### config.mk
export PLATFORM = sky130hd
export DESIGN_NAME = sound_irq_sched_flat
export DESIGN_NICKNAME = d
export VERILOG_FILES = /design/src/rtl/sound_irq_sched_pkg.sv /design/src/rtl/sound_irq_sched_if.sv /design/src/rtl/sound_irq_sched_edge_det_cen.sv /design/src/rtl/sound_irq_sched.sv /design/src/flat_wrapper.sv
export SDC_FILE = /design/constraint.sdc
export NUM_CORES = 1
export LEC_CHECK = 0
export CAP_MARGIN = 15
export CORE_UTILIZATION = 40
export CTS_CLUSTER_DIAMETER = 80
export DETAILED_ROUTE_END_ITERATION = 16
export PLACE_DENSITY = 0.61
export SETUP_SLACK_MARGIN = 0.4
export SYNTH_ARGS = -nofsm -noshare
export SYNTH_HDL_FRONTEND = slang
export SYNTH_SLANG_ARGS = --single-unit
### constraint.sdc
create_clock -name clk_49m -period 3.7 [get_ports clk_49m]
set_input_delay 0.74 -clock clk_49m [delete_from_list [all_inputs] [get_ports clk_49m]]
set_output_delay 0.74 -clock clk_49m [all_outputs]
set_load 0.01 [all_outputs]
### src/rtl/sound_irq_sched_pkg.sv
`default_nettype none
// ============================================================================
// Module   : sound_irq_pkg
// Brief    : Shared types and defaults for the sound-CPU IRQ sequencer.
// Revision : 1.0 - initial release
// ============================================================================
package sound_irq_pkg;

  // Sequencer states; EXPIRED is reachable only in the timeout build.
  typedef enum logic [1:0] {
    IDLE     = 2'd0,
    ARMED    = 2'd1,
    ASSERTED = 2'd2,
    EXPIRED  = 2'd3
  } sirq_state_e;

  localparam int DEFAULT_TIMEOUT = 4096;
  localparam int DEFAULT_CNT_W   = 13;

endpackage
`default_nettype wire

### src/rtl/sound_irq_sched_if.sv
`default_nettype none
// ============================================================================
// Module   : sound_irq_sched_if
// Brief    : Bus bundle between the main-bus trigger side and the sound IRQ
//            sequencer. master = trigger/clock-enable source, slave = sequencer.
// Revision : 1.0 - initial release
// ============================================================================
interface sound_irq_sched_if
  import sound_irq_pkg::*;
#(
  parameter int CNT_W = DEFAULT_CNT_W
);
  logic             cen_3m;
  logic             n_cen_3m;
  logic             trig;
  logic             z80_n_int;
  logic             busy;
  logic             overrun;
  logic             expired;
  logic [CNT_W-1:0] hold_cnt;

  modport master (
    output cen_3m, n_cen_3m, trig,
    input  z80_n_int, busy, overrun, expired, hold_cnt
  );

  modport slave (
    input  cen_3m, n_cen_3m, trig,
    output z80_n_int, busy, overrun, expired, hold_cnt
  );
endinterface
`default_nettype wire

### src/rtl/sound_irq_sched_edge_det_cen.sv
`default_nettype none
// ============================================================================
// Module   : edge_det_cen
// Brief    : Clock-enable qualified rising-edge detector with async clear.
//            The sample register only updates on enabled edges, so a level
//            held high over many enables yields a single pulse.
// Revision : 1.0 - initial release
// ============================================================================
module edge_det_cen
  import sound_irq_pkg::*;
(
  input  wire logic clk_i,
  input  wire logic clr_i,
  input  wire logic en_i,
  input  wire logic d_i,
  output logic      rise_o
);
  logic d_q;

  // Sample the input level only on enabled edges; clear drops history.
  always_ff @(posedge clk_i or posedge clr_i) begin
    if (clr_i) d_q <= 1'b0;
    else if (en_i) d_q <= d_i;
  end

  assign rise_o = en_i & d_i & ~d_q;
endmodule
`default_nettype wire

### src/rtl/sound_irq_sched.sv
`default_nettype none
// ============================================================================
// Module   : sound_irq_sched
// Brief    : Sound-CPU (Z80) INT_n sequencer. Catches main-bus trigger
//            writes, re-times them onto the Z80 clock enable, holds INT_n
//            low until acknowledge (sirq_clr), flags overrun.
//            Optional macro SOUND_IRQ_TIMEOUT_EN: drop a request that is
//            never acknowledged after TIMEOUT_CYCLES Z80 ticks.
// Revision : 1.0 - initial release
// ============================================================================
module sound_irq_sched
  import sound_irq_pkg::*;
#(
  parameter int TIMEOUT_CYCLES = DEFAULT_TIMEOUT,
  parameter int CNT_W          = DEFAULT_CNT_W
)(
  input wire logic          clk_49m,
  input wire logic          sirq_clr,
  sound_irq_sched_if.slave  bus
);
  generate
    if ((1 << CNT_W) <= TIMEOUT_CYCLES) begin : g_cnt_w_check
      $error("CNT_W too narrow for TIMEOUT_CYCLES");
    end
  endgenerate

  sirq_state_e      state_q, state_d;
  logic [CNT_W-1:0] hold_q, hold_d;
  logic             ovr_q, ovr_d;
  logic             nint_q, nint_d;
  logic             req;
  logic             in_flight;

  edge_det_cen u_trig_edge (
    .clk_i  (clk_49m),
    .clr_i  (sirq_clr),
    .en_i   (bus.cen_3m),
    .d_i    (bus.trig),
    .rise_o (req)
  );

  assign in_flight = (state_q == ARMED) || (state_q == ASSERTED);

`ifdef SOUND_IRQ_TIMEOUT_EN
  localparam logic [CNT_W-1:0] HOLD_LAST = CNT_W'(TIMEOUT_CYCLES - 1);
  logic exp_q, exp_d;
`endif

  // Next-state and output decode; a re-trigger never disturbs the request in flight.
  always_comb begin
    state_d = state_q;
    hold_d  = hold_q;
    nint_d  = nint_q;
    ovr_d   = ovr_q | (req & in_flight);
`ifdef SOUND_IRQ_TIMEOUT_EN
    exp_d   = exp_q;
`endif
    case (state_q)
      IDLE: begin
        nint_d = 1'b1;
        if (req) state_d = ARMED;
      end
      ARMED: begin
        if (bus.n_cen_3m) begin
          state_d = ASSERTED;
          nint_d  = 1'b0;
          hold_d  = '0;
        end
      end
      ASSERTED: begin
        nint_d = 1'b0;
        if (bus.n_cen_3m) begin
`ifdef SOUND_IRQ_TIMEOUT_EN
          if (hold_q == HOLD_LAST) begin
            state_d = EXPIRED;
            nint_d  = 1'b1;
            exp_d   = 1'b1;
          end else if (hold_q != '1) begin
            hold_d = hold_q + 1'b1;
          end
`else
          if (hold_q != '1) hold_d = hold_q + 1'b1;
`endif
        end
      end
`ifdef SOUND_IRQ_TIMEOUT_EN
      EXPIRED: begin
        nint_d = 1'b1;
      end
`endif
      default: begin
        state_d = IDLE;
        nint_d  = 1'b1;
      end
    endcase
  end

  // State and output registers; acknowledge/reset clears everything at once.
  always_ff @(posedge clk_49m or posedge sirq_clr) begin
    if (sirq_clr) begin
      state_q <= IDLE;
      hold_q  <= '0;
      ovr_q   <= 1'b0;
      nint_q  <= 1'b1;
`ifdef SOUND_IRQ_TIMEOUT_EN
      exp_q   <= 1'b0;
`endif
    end else begin
      state_q <= state_d;
      hold_q  <= hold_d;
      ovr_q   <= ovr_d;
      nint_q  <= nint_d;
`ifdef SOUND_IRQ_TIMEOUT_EN
      exp_q   <= exp_d;
`endif
    end
  end

  assign bus.z80_n_int = nint_q;
  assign bus.busy      = in_flight;
  assign bus.overrun   = ovr_q;
  assign bus.hold_cnt  = hold_q;
`ifdef SOUND_IRQ_TIMEOUT_EN
  assign bus.expired   = exp_q;
`else
  assign bus.expired   = 1'b0;
`endif
endmodule
`default_nettype wire

### src/flat_wrapper.sv
// flat-port wrapper written by rule: the top's interface ports become plain ports
module sound_irq_sched_flat import sound_irq_pkg::*;
#(
  parameter int TIMEOUT_CYCLES = DEFAULT_TIMEOUT,
  parameter int CNT_W          = DEFAULT_CNT_W
)
  (clk_49m, sirq_clr, bus_cen_3m, bus_n_cen_3m, bus_trig, bus_z80_n_int, bus_busy, bus_overrun, bus_expired, bus_hold_cnt);
  sound_irq_sched_if #(.CNT_W(CNT_W)) bus_i ();
  input wire logic clk_49m;
  input wire logic sirq_clr;
  input wire logic [$bits(bus_i.cen_3m)-1:0] bus_cen_3m;
  input wire logic [$bits(bus_i.n_cen_3m)-1:0] bus_n_cen_3m;
  input wire logic [$bits(bus_i.trig)-1:0] bus_trig;
  output wire logic [$bits(bus_i.z80_n_int)-1:0] bus_z80_n_int;
  output wire logic [$bits(bus_i.busy)-1:0] bus_busy;
  output wire logic [$bits(bus_i.overrun)-1:0] bus_overrun;
  output wire logic [$bits(bus_i.expired)-1:0] bus_expired;
  output wire logic [$bits(bus_i.hold_cnt)-1:0] bus_hold_cnt;
  assign bus_i.cen_3m = bus_cen_3m;
  assign bus_i.n_cen_3m = bus_n_cen_3m;
  assign bus_i.trig = bus_trig;
  assign bus_z80_n_int = bus_i.z80_n_int;
  assign bus_busy = bus_i.busy;
  assign bus_overrun = bus_i.overrun;
  assign bus_expired = bus_i.expired;
  assign bus_hold_cnt = bus_i.hold_cnt;
  sound_irq_sched #(.TIMEOUT_CYCLES(TIMEOUT_CYCLES), .CNT_W(CNT_W)) u_core (.clk_49m(clk_49m), .sirq_clr(sirq_clr), .bus(bus_i));
endmodule
==> flow_metrics.py, run 1 <==
metrics = {
    "timing": {
        "finalClockSkew_ns": 0.0109,
        "fin_tns_setup_ns": 0,
        "period_share_pct": 63.5,
        "fin_crit_ns": 2.35,
        "maxSlewViolCount": 0,
        "relSlewSlack_pct": 52.9,
        "setup-violations-final": 0,
        "worst_pin_slew_ns": 0.705,
        "hold_viol": 0,
        "fmax_mhz": 426,
        "rsz0062_at_grt": "false",
    },
    "flow_run": {
        "maxCapViolCount": 0,
    },
    "synth": {
        "syn-cell-area_um2": 1060,
        "synth.distinct_cells": 34,
        "syn_inst": 111,
        "avgSynthCellArea_um2": 9.58,
        "synth_area_leader_cell": "dfrtp_1",
        "synthTopCellsByArea": "dfrtp_1, o21ai_0, ha_1",
        "synth-seq-cells": 18,
        "synth_nets": 121,
        "synth_top_area_share_pct": 40.0,
        "seq_area_frac_synth_pct": 42.5,
        "synth_warnings": 0,
    },
    "placement": {
        "place_inst": 158,
        "hpwl_um": 1580,
        "gp_congestion": 0.755,
        "portBuffers": 20,
    },
    "clock_network": {
        "post-cts-setup-buffers": 0,
        "cts_root_buffer": "clkbuf_4",
        "cts_hold_buf": 0,
        "tritoncts": "built",
        "clock-sinks": 18,
        "cts_resized": 0,
        "clk_latency_ns": 0.29,
        "clk_path_buf_depth": 2,
        "clk_pin_slew_ns": 0.09,
        "htree_num_levels": 1,
        "cts_buffers": 3,
    },
    "floorplan": {
        "start_util_pct": 42.5,
        "die_w_um": 53.6,
        "die_height_um": 53.6,
        "core.rowCount": 18,
        "io_pins": 22,
        "dieArea_um2": 2870,
        "core_area_um2": 2500,
    },
    "drt": {
        "vias_per_cell": 5.52,
        "routedWlPerCell_um": 13.9,
        "routed_wl_um": 2250,
        "drt_pass1_iterations": 4,
        "drc_errors": 0,
        "vias": 895,
        "drt_iter0_drc": 21,
        "ant_nets": 0,
    },
    "status": {
        "outcome": "completed",
    },
    "global_routing": {
        "antenna_found_initial": 0,
        "grt_max_degree": 19,
        "grt.overflow.total": 0,
        "grt_use_total_pct": 18.3,
        "grt_pass1_wl_um": 3780,
        "grt_pass1_vias": 788,
    },
    "pwr": {
        "p_per_area_nw_per_um2": 497,
        "irDropWorstVdd_uv": 322,
        "p_leak_nw": 0.543,
    },
    "layout": {
        "fillers": 239,
        "multi_input_area_um2": 567,
        "final_cells": 162,
        "register_area_um2": 452,
        "area_delta_synth_final_pct": 23.1,
        "num_antenna_cells": 0,
        "nets": 143,
        "layout-drive-gt1-share_pct": 8.33,
    },
    "critical_path": {
        "max_stage_delay_ns": 0.55,
        "crit_path_start": "u_core.state_q[1]",
        "critPathBufInv": 2,
        "path_max_fanout": 3,
        "path_class": "reg -> out",
        "worst_path_max_delay_cell": "clkdlybuf4s50_1",
        "crit_chain": "inv_1 -> ha_1 -> clkdlybuf4s50_1",
        "required_ns": 2.96,
        "arrival_ns": 1.61,
        "startpoint_type": "register",
        "cp-end-kind": "output pin",
        "reg2reg_from": "u_core.state_q[0]",
        "critPathTopFamily": "buffers and inverters",
    },
    "worst_hold_path": {
        "min_from": "u_core.bus.overrun",
        "hp-class": "reg -> reg",
    },
}
[layer usage]
metal	GRT usage, %	vias to the layer above	wire [um]
li1	-	450	-
met1	25.8	417	1080
met2	27.9	26	1060
met3	5.93	2	96
met4	2.63	0	13
met5	0	-	0
[power by group]
group | switching [mW] | internal (mW) | total [mW] | leakage (nW)
Sequential | 0.0328 | 0.235 | 0.268 | 0.237
Clock | 0.0593 | 0.0419 | 0.101 | 0.0150
Combinational | 0.146 | 0.135 | 0.281 | 0.292
[stage by stage]
stage | area (um^2) | hold WS, ns | total power [mW] | utilization [%] | setup WS, ns
2_1_floorplan | 1060 | 0.503 | 0.443 | - | 2.08
3_5_place_dp | 1280 | 0.457 | 0.554 | 51.3 | 1.32
6_report | 1310 | 0.477 | 0.651 | 52.4 | 1.35
4_1_cts | 1310 | 0.485 | 0.660 | 52.4 | 1.32
5_1_grt | 1310 | 0.502 | 0.701 | 52.4 | 1.16
3_3_place_gp | 1280 | 0.462 | 0.550 | 51.3 | 1.34
[kinds of logic (layout without fill, tap and decap cells)]
family / after synthesis / in the layout / synth area share [%]
simple gates: 39 / 39 / 22.6
flops: 18 / 18 / 42.5
other cells: 1 / 1 / 0.353
compound gates: 37 / 37 / 22.4
buf+inv: 9 / 30 / 4.24
fa+ha+maj: 5 / 5 / 5.88
mux: 2 / 2 / 2.12
[path summary, 6_finish.rpt]
check | cells after the start | end | slack, ns
min reg2reg | 1 | u_core.bus.overrun | 0.48
min in group asynchronous | 2 | u_core.bus.hold_cnt[3] | 0.84
max | 3 | bus_busy | 1.35
max in group asynchronous | 2 | u_core.state_q[0] | 2.40
max reg2reg | 6 | u_core.bus.hold_cnt[2] | 1.43
min | 1 | u_core.bus.overrun | 0.48
[cell usage after synthesis]
cell,number
nor2b_1,2
a21oi_1,5
nand3b_1,2
o221ai_1,1
nand4_1,2
ha_1,5
dfstp_2,1
buf_4,1
nor3_1,2
nand2b_1,4
a41oi_1,1
or4_1,1
nand3_1,4
nor4_1,2
o21ai_0,13
nand4_4,1
buf_6,1
o31a_1,2
dfrtp_1,17
clkbuf_1,2
or2_2,1
conb_1,1
a41o_1,1
and2_1,2
nand3b_2,1
nor2_1,3
mux2_2,2
inv_1,5
nand2_1,11
o21ai_1,2
a22o_1,2
nor4_4,1
o31ai_1,8
o21a_1,2
[flip-flops by register name (all words and copies together) (netlist names)]
name	count
u_core.bus.hold_cnt	13
u_core.u_trig_edge.d_q	1
u_core.state_q	2
u_core.bus.z80_n_int	1
u_core.bus.overrun	1
[cell usage in the layout, fill, tap and decap left out, drive strengths merged, types with 2 or more instances in the layout]
cell type | netlist | final
inv | 5 | 5
nand2 | 11 | 11
a22o | 2 | 2
nor3 | 2 | 2
a21oi | 5 | 5
o21ai | 15 | 15
nor4 | 3 | 3
clkbuf | 2 | 4
and2 | 2 | 2
nor2 | 3 | 3
o31ai | 8 | 8
dfrtp | 17 | 17
nand3b | 3 | 3
clkdlybuf4s50 | 0 | 20
nand4 | 3 | 3
nand3 | 4 | 4
nor2b | 2 | 2
mux2 | 2 | 2
o31a | 2 | 2
o21a | 2 | 2
ha | 5 | 5
nand2b | 4 | 4
[layout make-up]
class | instances | area share [%]
Inverter | 5 | 1.43
Timing Repair Buffer | 21 | 15.9
Multi-Input combinational cell | 84 | 43.3
Clock buffer | 4 | 2.01
Tap cell | 30 | 2.87
Sequential cell | 18 | 34.5
Note: power is estimated with default switching activity, not from simulation.
==> run 2, diff against run 1 <==
==> constraint.sdc (replaced) <==
create_clock -name clk_49m -period 2.4 [get_ports clk_49m]
set_input_delay 0.48 -clock clk_49m [delete_from_list [all_inputs] [get_ports clk_49m]]
set_output_delay 0.48 -clock clk_49m [all_outputs]
set_load 0.01 [all_outputs]
==> run 2 against run 1 <==
Compared with the run above:
- clock-buffer cell count did not move
- sequential cell count stayed put
- register-to-register slack worse by 0.83 ns
- non-clock buffer count increased by 3
- design area increased by 2.4%
- die area unchanged
- clock power grew 88%
- power up 59%
- global-route usage up 0.76 points
- critical path depth fell by 2
- highest routed layer unchanged
==> flow_metrics.py, run 2 (synthesis gave the netlist of run 1 again) <==
metrics = {
    "status": {
        "outcome": "completed",
    },
    "critical_path": {
        "path_class": "reg -> out",
        "worst_r2r_path_depth": 6,
        "arrival_ns": 1.42,
        "path_max_fanout": 7,
        "ff2ff_setup_slack_ns": 0.60,
        "cp.depth": 1,
        "setup.worst_path.end": "bus_hold_cnt[3]",
        "critPathTopFamily": "buffers and inverters",
        "critPathBufInv": 1,
        "rr_endpoint": "u_core.bus.hold_cnt[2]",
        "max_stage_delay_ns": 0.59,
        "worst_path_max_delay_cell": "clkdlybuf4s50_1",
        "crit_chain": "clkdlybuf4s50_1",
        "required_ns": 1.92,
        "reg2reg_from": "u_core.state_q[0]",
        "crit_path_start": "u_core.bus.hold_cnt[3]",
        "cp-end-kind": "output pin",
        "startpoint_type": "register",
    },
    "floorplan": {
        "core.rowCount": 18,
        "io_pins": 22,
        "die_w_um": 53.6,
        "die_height_um": 53.6,
        "core_area_um2": 2500,
        "start_util_pct": 42.5,
        "dieArea_um2": 2870,
    },
    "drt": {
        "drt_pass1_iterations": 4,
        "vias": 933,
        "drt_iter0_drc": 19,
        "ant_nets": 0,
        "drc_errors": 0,
        "routedWlPerCell_um": 14.1,
        "vias_per_cell": 5.65,
        "routed_wl_um": 2330,
    },
    "pwr": {
        "irDropWorstVdd_uv": 636,
        "p_per_area_nw_per_um2": 773,
        "p_leak_nw": 0.566,
        "power_mw": 1.04,
    },
    "global_routing": {
        "grt_pass1_vias": 832,
        "grt_pass1_wl_um": 3800,
        "grt.overflow.total": 0,
        "grt_use_total_pct": 19.1,
        "antenna_found_initial": 0,
        "grt_max_degree": 19,
    },
    "worst_hold_path": {
        "hp-class": "reg -> reg",
        "min_from": "u_core.bus.overrun",
    },
    "timing": {
        "period_share_pct": 79.1,
        "rsz0062_at_grt": "false",
        "finalClockSkew_ns": 0.00843,
        "fin_ws_ns": 0.502,
        "fmax_mhz": 527,
        "setup-violations-final": 0,
        "relSlewSlack_pct": 52.1,
        "fin_crit_ns": 1.90,
        "maxSlewViolCount": 0,
        "hold_viol": 0,
        "whs_ns": 0.479,
        "fin_tns_setup_ns": 0,
        "worst_pin_slew_ns": 0.718,
    },
    "layout": {
        "final_common_cell": "clkdlybuf4s50_1",
        "largest_reg_flops": 13,
        "register_area_um2": 452,
        "final_cells": 165,
        "layout_common_cells": "clkdlybuf4s50_1, dfrtp_1, o21ai_0",
        "layout-drive-gt1-share_pct": 11.1,
        "nets": 146,
        "multi_input_area_um2": 567,
        "num_antenna_cells": 0,
        "area_delta_synth_final_pct": 26.0,
        "fillers": 236,
    },
    "clock_network": {
        "cts_buffers": 3,
        "clock-sinks": 18,
        "post-cts-setup-buffers": 0,
        "tritoncts": "built",
        "cts_root_buffer": "clkbuf_4",
        "htree_num_levels": 1,
        "clk_pin_slew_ns": 0.11,
        "cts_hold_buf": 0,
        "clk_latency_ns": 0.30,
        "clk_path_buf_depth": 2,
    },
    "placement": {
        "dp_slack_ns": 0.512,
        "gp_congestion": 0.762,
        "hpwl_um": 1680,
        "portBuffers": 20,
        "place_inst": 161,
    },
    "flow_run": {
        "maxCapViolCount": 0,
    },
}
## run 2: cell types whose count changed in the layout (fill, tap and decap cells not counted), sizes merged
cell,change
dlygate4sd2,+1
clkdlybuf4s50,-1
buf,+3
## run 2: layer usage
| layer | share of wire, % | vias up | GRT usage, % |
|---|---|---|---|
| met3 | 4.7 | 2 | 6.50 |
| met4 | 0.82 | 0 | 6.58 |
| met5 | 0 | - | 0 |
| li1 | - | 457 | - |
| met1 | 47 | 450 | 24.6 |
| met2 | 47 | 24 | 29.6 |
## run 2: how the worst min path moves through the flow
stage | endpoint | slack (ns) | cells past startpoint
after global placement | u_core.bus.overrun | 0.47 | 1
final | u_core.bus.overrun | 0.48 | 1
after detailed placement | u_core.bus.overrun | 0.46 | 1
after floorplan | u_core.bus.hold_cnt[0] | 0.42 | 1
after global routing | u_core.bus.overrun | 0.50 | 1
after CTS | u_core.bus.overrun | 0.49 | 1
## run 2: where the power goes
| part | total [mW] | switching [mW] | internal [mW] |
|---|---|---|---|
| clock | 0.190 | 0.0973 | 0.0925 |
| sequential | 0.413 | 0.0498 | 0.363 |
| combinational | 0.433 | 0.229 | 0.204 |
## run 2: area by class of cell
cell class	count	area share, %
Clock buffer	4	2.71
Inverter	5	1.40
Multi-Input combinational cell	84	42.3
Sequential cell	18	33.7
Tap cell	30	2.80
Timing Repair Buffer	24	17.1
## run 2: what timing repair did
item	4_1_cts	5_1_grt
pin swaps	0	1
resized for setup	1	0
endpoints found under the setup margin	1	1
## run 2: metrics by stage
step | area [um^2] | utilization [%]
CTS | 1340 | 53.6
global placement | 1310 | 52.2
global route | 1340 | 53.6
floorplan | 1060 | -
detailed placement | 1310 | 52.2
finish | 1340 | 53.6
==> run 3, diff against run 2 <==
--- a/config.mk
+++ b/config.mk
@@ -9,7 +9,7 @@
 export CORE_UTILIZATION = 40
 export CTS_CLUSTER_DIAMETER = 80
 export DETAILED_ROUTE_END_ITERATION = 16
-export PLACE_DENSITY = 0.61
+export PLACE_DENSITY = 0.63
 export SETUP_SLACK_MARGIN = 0.4
 export SYNTH_ARGS = -nofsm -noshare
 export SYNTH_HDL_FRONTEND = slang
==> constraint.sdc (replaced) <==
create_clock -name clk_49m -period 1.71 [get_ports clk_49m]
set_input_delay 0.342 -clock clk_49m [delete_from_list [all_inputs] [get_ports clk_49m]]
set_output_delay 0.342 -clock clk_49m [all_outputs]
set_load 0.01 [all_outputs]
==> run 3 against run 2 <==
Compared with the run above:
- cell count rose by 19%
- clock-buffer cell count did not move
- clock power rose by 45%
- sequential share of layout area fell by 6.6 points
- combinational power rose to 2.6 times the previous value
- via count rose by 16%
- critical endpoint is now u_core.bus.hold_cnt[2]
- highest routed layer unchanged
==> flow_metrics.py, run 3 (synthesis gave the netlist of run 1 again) <==
metrics = {
    "layout": {
        "num_antenna_cells": 0,
        "fillers": 203,
        "multi_input_area_um2": 703,
        "largest_reg_flops": 13,
        "layout_common_cells": "buf_4, nand2_1, buf_6",
        "area_delta_synth_final_pct": 60.7,
        "register_area_um2": 463,
        "nets": 177,
        "final_common_cell": "buf_4",
        "layout-drive-gt1-share_pct": 53.0,
    },
    "clock_network": {
        "tritoncts": "built",
        "clock-sinks": 18,
        "cts_hold_buf": 0,
        "htree_num_levels": 1,
        "cts_buffers": 3,
        "cts_root_buffer": "clkbuf_4",
        "clk_path_buf_depth": 2,
        "clk_pin_slew_ns": 0.13,
        "clk_latency_ns": 0.31,
    },
    "critical_path": {
        "path_class": "reg -> reg",
        "worst_r2r_path_depth": 6,
        "arrival_ns": 1.77,
        "cp-end-kind": "register",
        "ff2ff_setup_slack_ns": 0.12,
        "critPathBufInv": 1,
        "startpoint_type": "register",
        "cp.depth": 6,
        "path_max_fanout": 6,
        "required_ns": 1.88,
        "crit_chain": "buf_6 -> ha_4 -> nand4_1 -> nor4_4 -> nand3b_4 -> o21ai_1",
        "max_stage_delay_ns": 0.40,
        "worst_path_max_delay_cell": "dfrtp_1",
        "critPathTopFamily": "simple AND/OR/NAND/NOR gates",
    },
    "timing": {
        "finalClockSkew_ns": 0.0210,
        "rsz0062_at_grt": "true",
        "hold_viol": 0,
        "fin_tns_setup_ns": 0,
        "fin_ws_ns": 0.115,
        "fmax_mhz": 627,
        "period_share_pct": 93.3,
        "setup-violations-final": 0,
        "fin_crit_ns": 1.59,
        "maxSlewViolCount": 0,
    },
    "drt": {
        "drc_errors": 0,
        "drt_pass1_iterations": 4,
        "routed_wl_um": 2930,
        "vias_per_cell": 5.52,
        "ant_nets": 0,
        "routedWlPerCell_um": 15.0,
        "vias": 1081,
        "drt_iter0_drc": 19,
    },
    "placement": {
        "portBuffers": 20,
        "gp_congestion": 0.811,
        "dp_slack_ns": -0.0153,
        "hpwl_um": 1740,
    },
    "pwr": {
        "p_per_area_nw_per_um2": 1160,
        "irDropWorstVdd_uv": 904,
        "p_leak_nw": 0.767,
    },
    "floorplan": {
        "start_util_pct": 42.5,
        "die_w_um": 53.6,
        "core_area_um2": 2500,
        "core.rowCount": 18,
        "io_pins": 22,
        "dieArea_um2": 2870,
        "die_height_um": 53.6,
    },
    "global_routing": {
        "grt_use_total_pct": 22.7,
        "grt.overflow.total": 0,
        "grt_max_degree": 19,
        "grt_pass1_wl_um": 4550,
        "grt_pass1_vias": 1027,
        "antenna_found_initial": 0,
    },
    "worst_hold_path": {
        "hp-class": "in -> async",
    },
    "status": {
        "outcome": "completed",
    },
    "flow_run": {
        "maxCapViolCount": 0,
    },
}
[run 3: changes by cell type in the layout (fill, tap and decap cells not counted), moves of 3 or more]
cell,previous run,this run
ha_1,5,2
clkbuf_2,0,5
o21ai_1,2,9
o21ai_0,13,3
clkdlybuf4s50_1,19,4
dfrtp_1,17,8
buf_4,4,29
buf_2,0,5
dfrtp_2,0,9
buf_6,0,10
[run 3: what timing repair did]
item                                    in CTS  in global routing
endpoints found under the setup margin      30                 26
resized for setup                           78                 11
pin swaps                                   11                  4
setup buffers                               22                  2
[run 3: worst min-delay path, delay by kind of cell]
kind / cells / cell delay [ns]
buffers and inverters: 3 / 0.69
[run 3: layout make-up]
type | instances | share of cell area [%]
Inverter | 5 | 1.10
Tap cell | 30 | 2.20
Timing Repair Buffer | 55 | 26.4
Sequential cell | 18 | 27.1
Clock buffer | 4 | 2.12
Multi-Input combinational cell | 84 | 41.1
[run 3: through the flow]
stage          power [mW]  cell area, um^2  hold slack, ns  instances  util, %
2_1_floorplan        1.04             1140           0.279        111        -
4_1_cts              1.92             1700           0.354        194     68.2
5_1_grt              2.11             1710           0.367        196     68.4
3_3_place_gp         1.38             1440           0.453        168     57.5
6_report             1.98             1710           0.338        196     68.4
3_5_place_dp         1.40             1440           0.459        168     57.5
[run 3: final timing paths]
| path | start | end |
|---|---|---|
| max | u_core.state_q[1] | u_core.bus.hold_cnt[2] |
| min in group clk_49m | u_core.bus.overrun | u_core.bus.overrun |
| max in group asynchronous | sirq_clr | u_core.bus.z80_n_int |
| min reg2reg | u_core.bus.overrun | u_core.bus.overrun |
| max reg2reg | u_core.state_q[1] | u_core.bus.hold_cnt[2] |
| min | sirq_clr | u_core.state_q[0] |
[run 3: power breakdown]
group          internal [mW]  switching [mW]  total [mW]
sequential             0.516          0.0711       0.587
clock                  0.130           0.145       0.275
combinational          0.603           0.517        1.12
total                   1.25           0.733        1.98
[run 3: per-layer routing]
layer,wire (um),track usage [%],up-vias
li1,-,-,518
met1,1200,26.0,523
met2,1520,40.2,34
met3,167,5.08,6
met4,46,9.65,0
met5,0,0,-
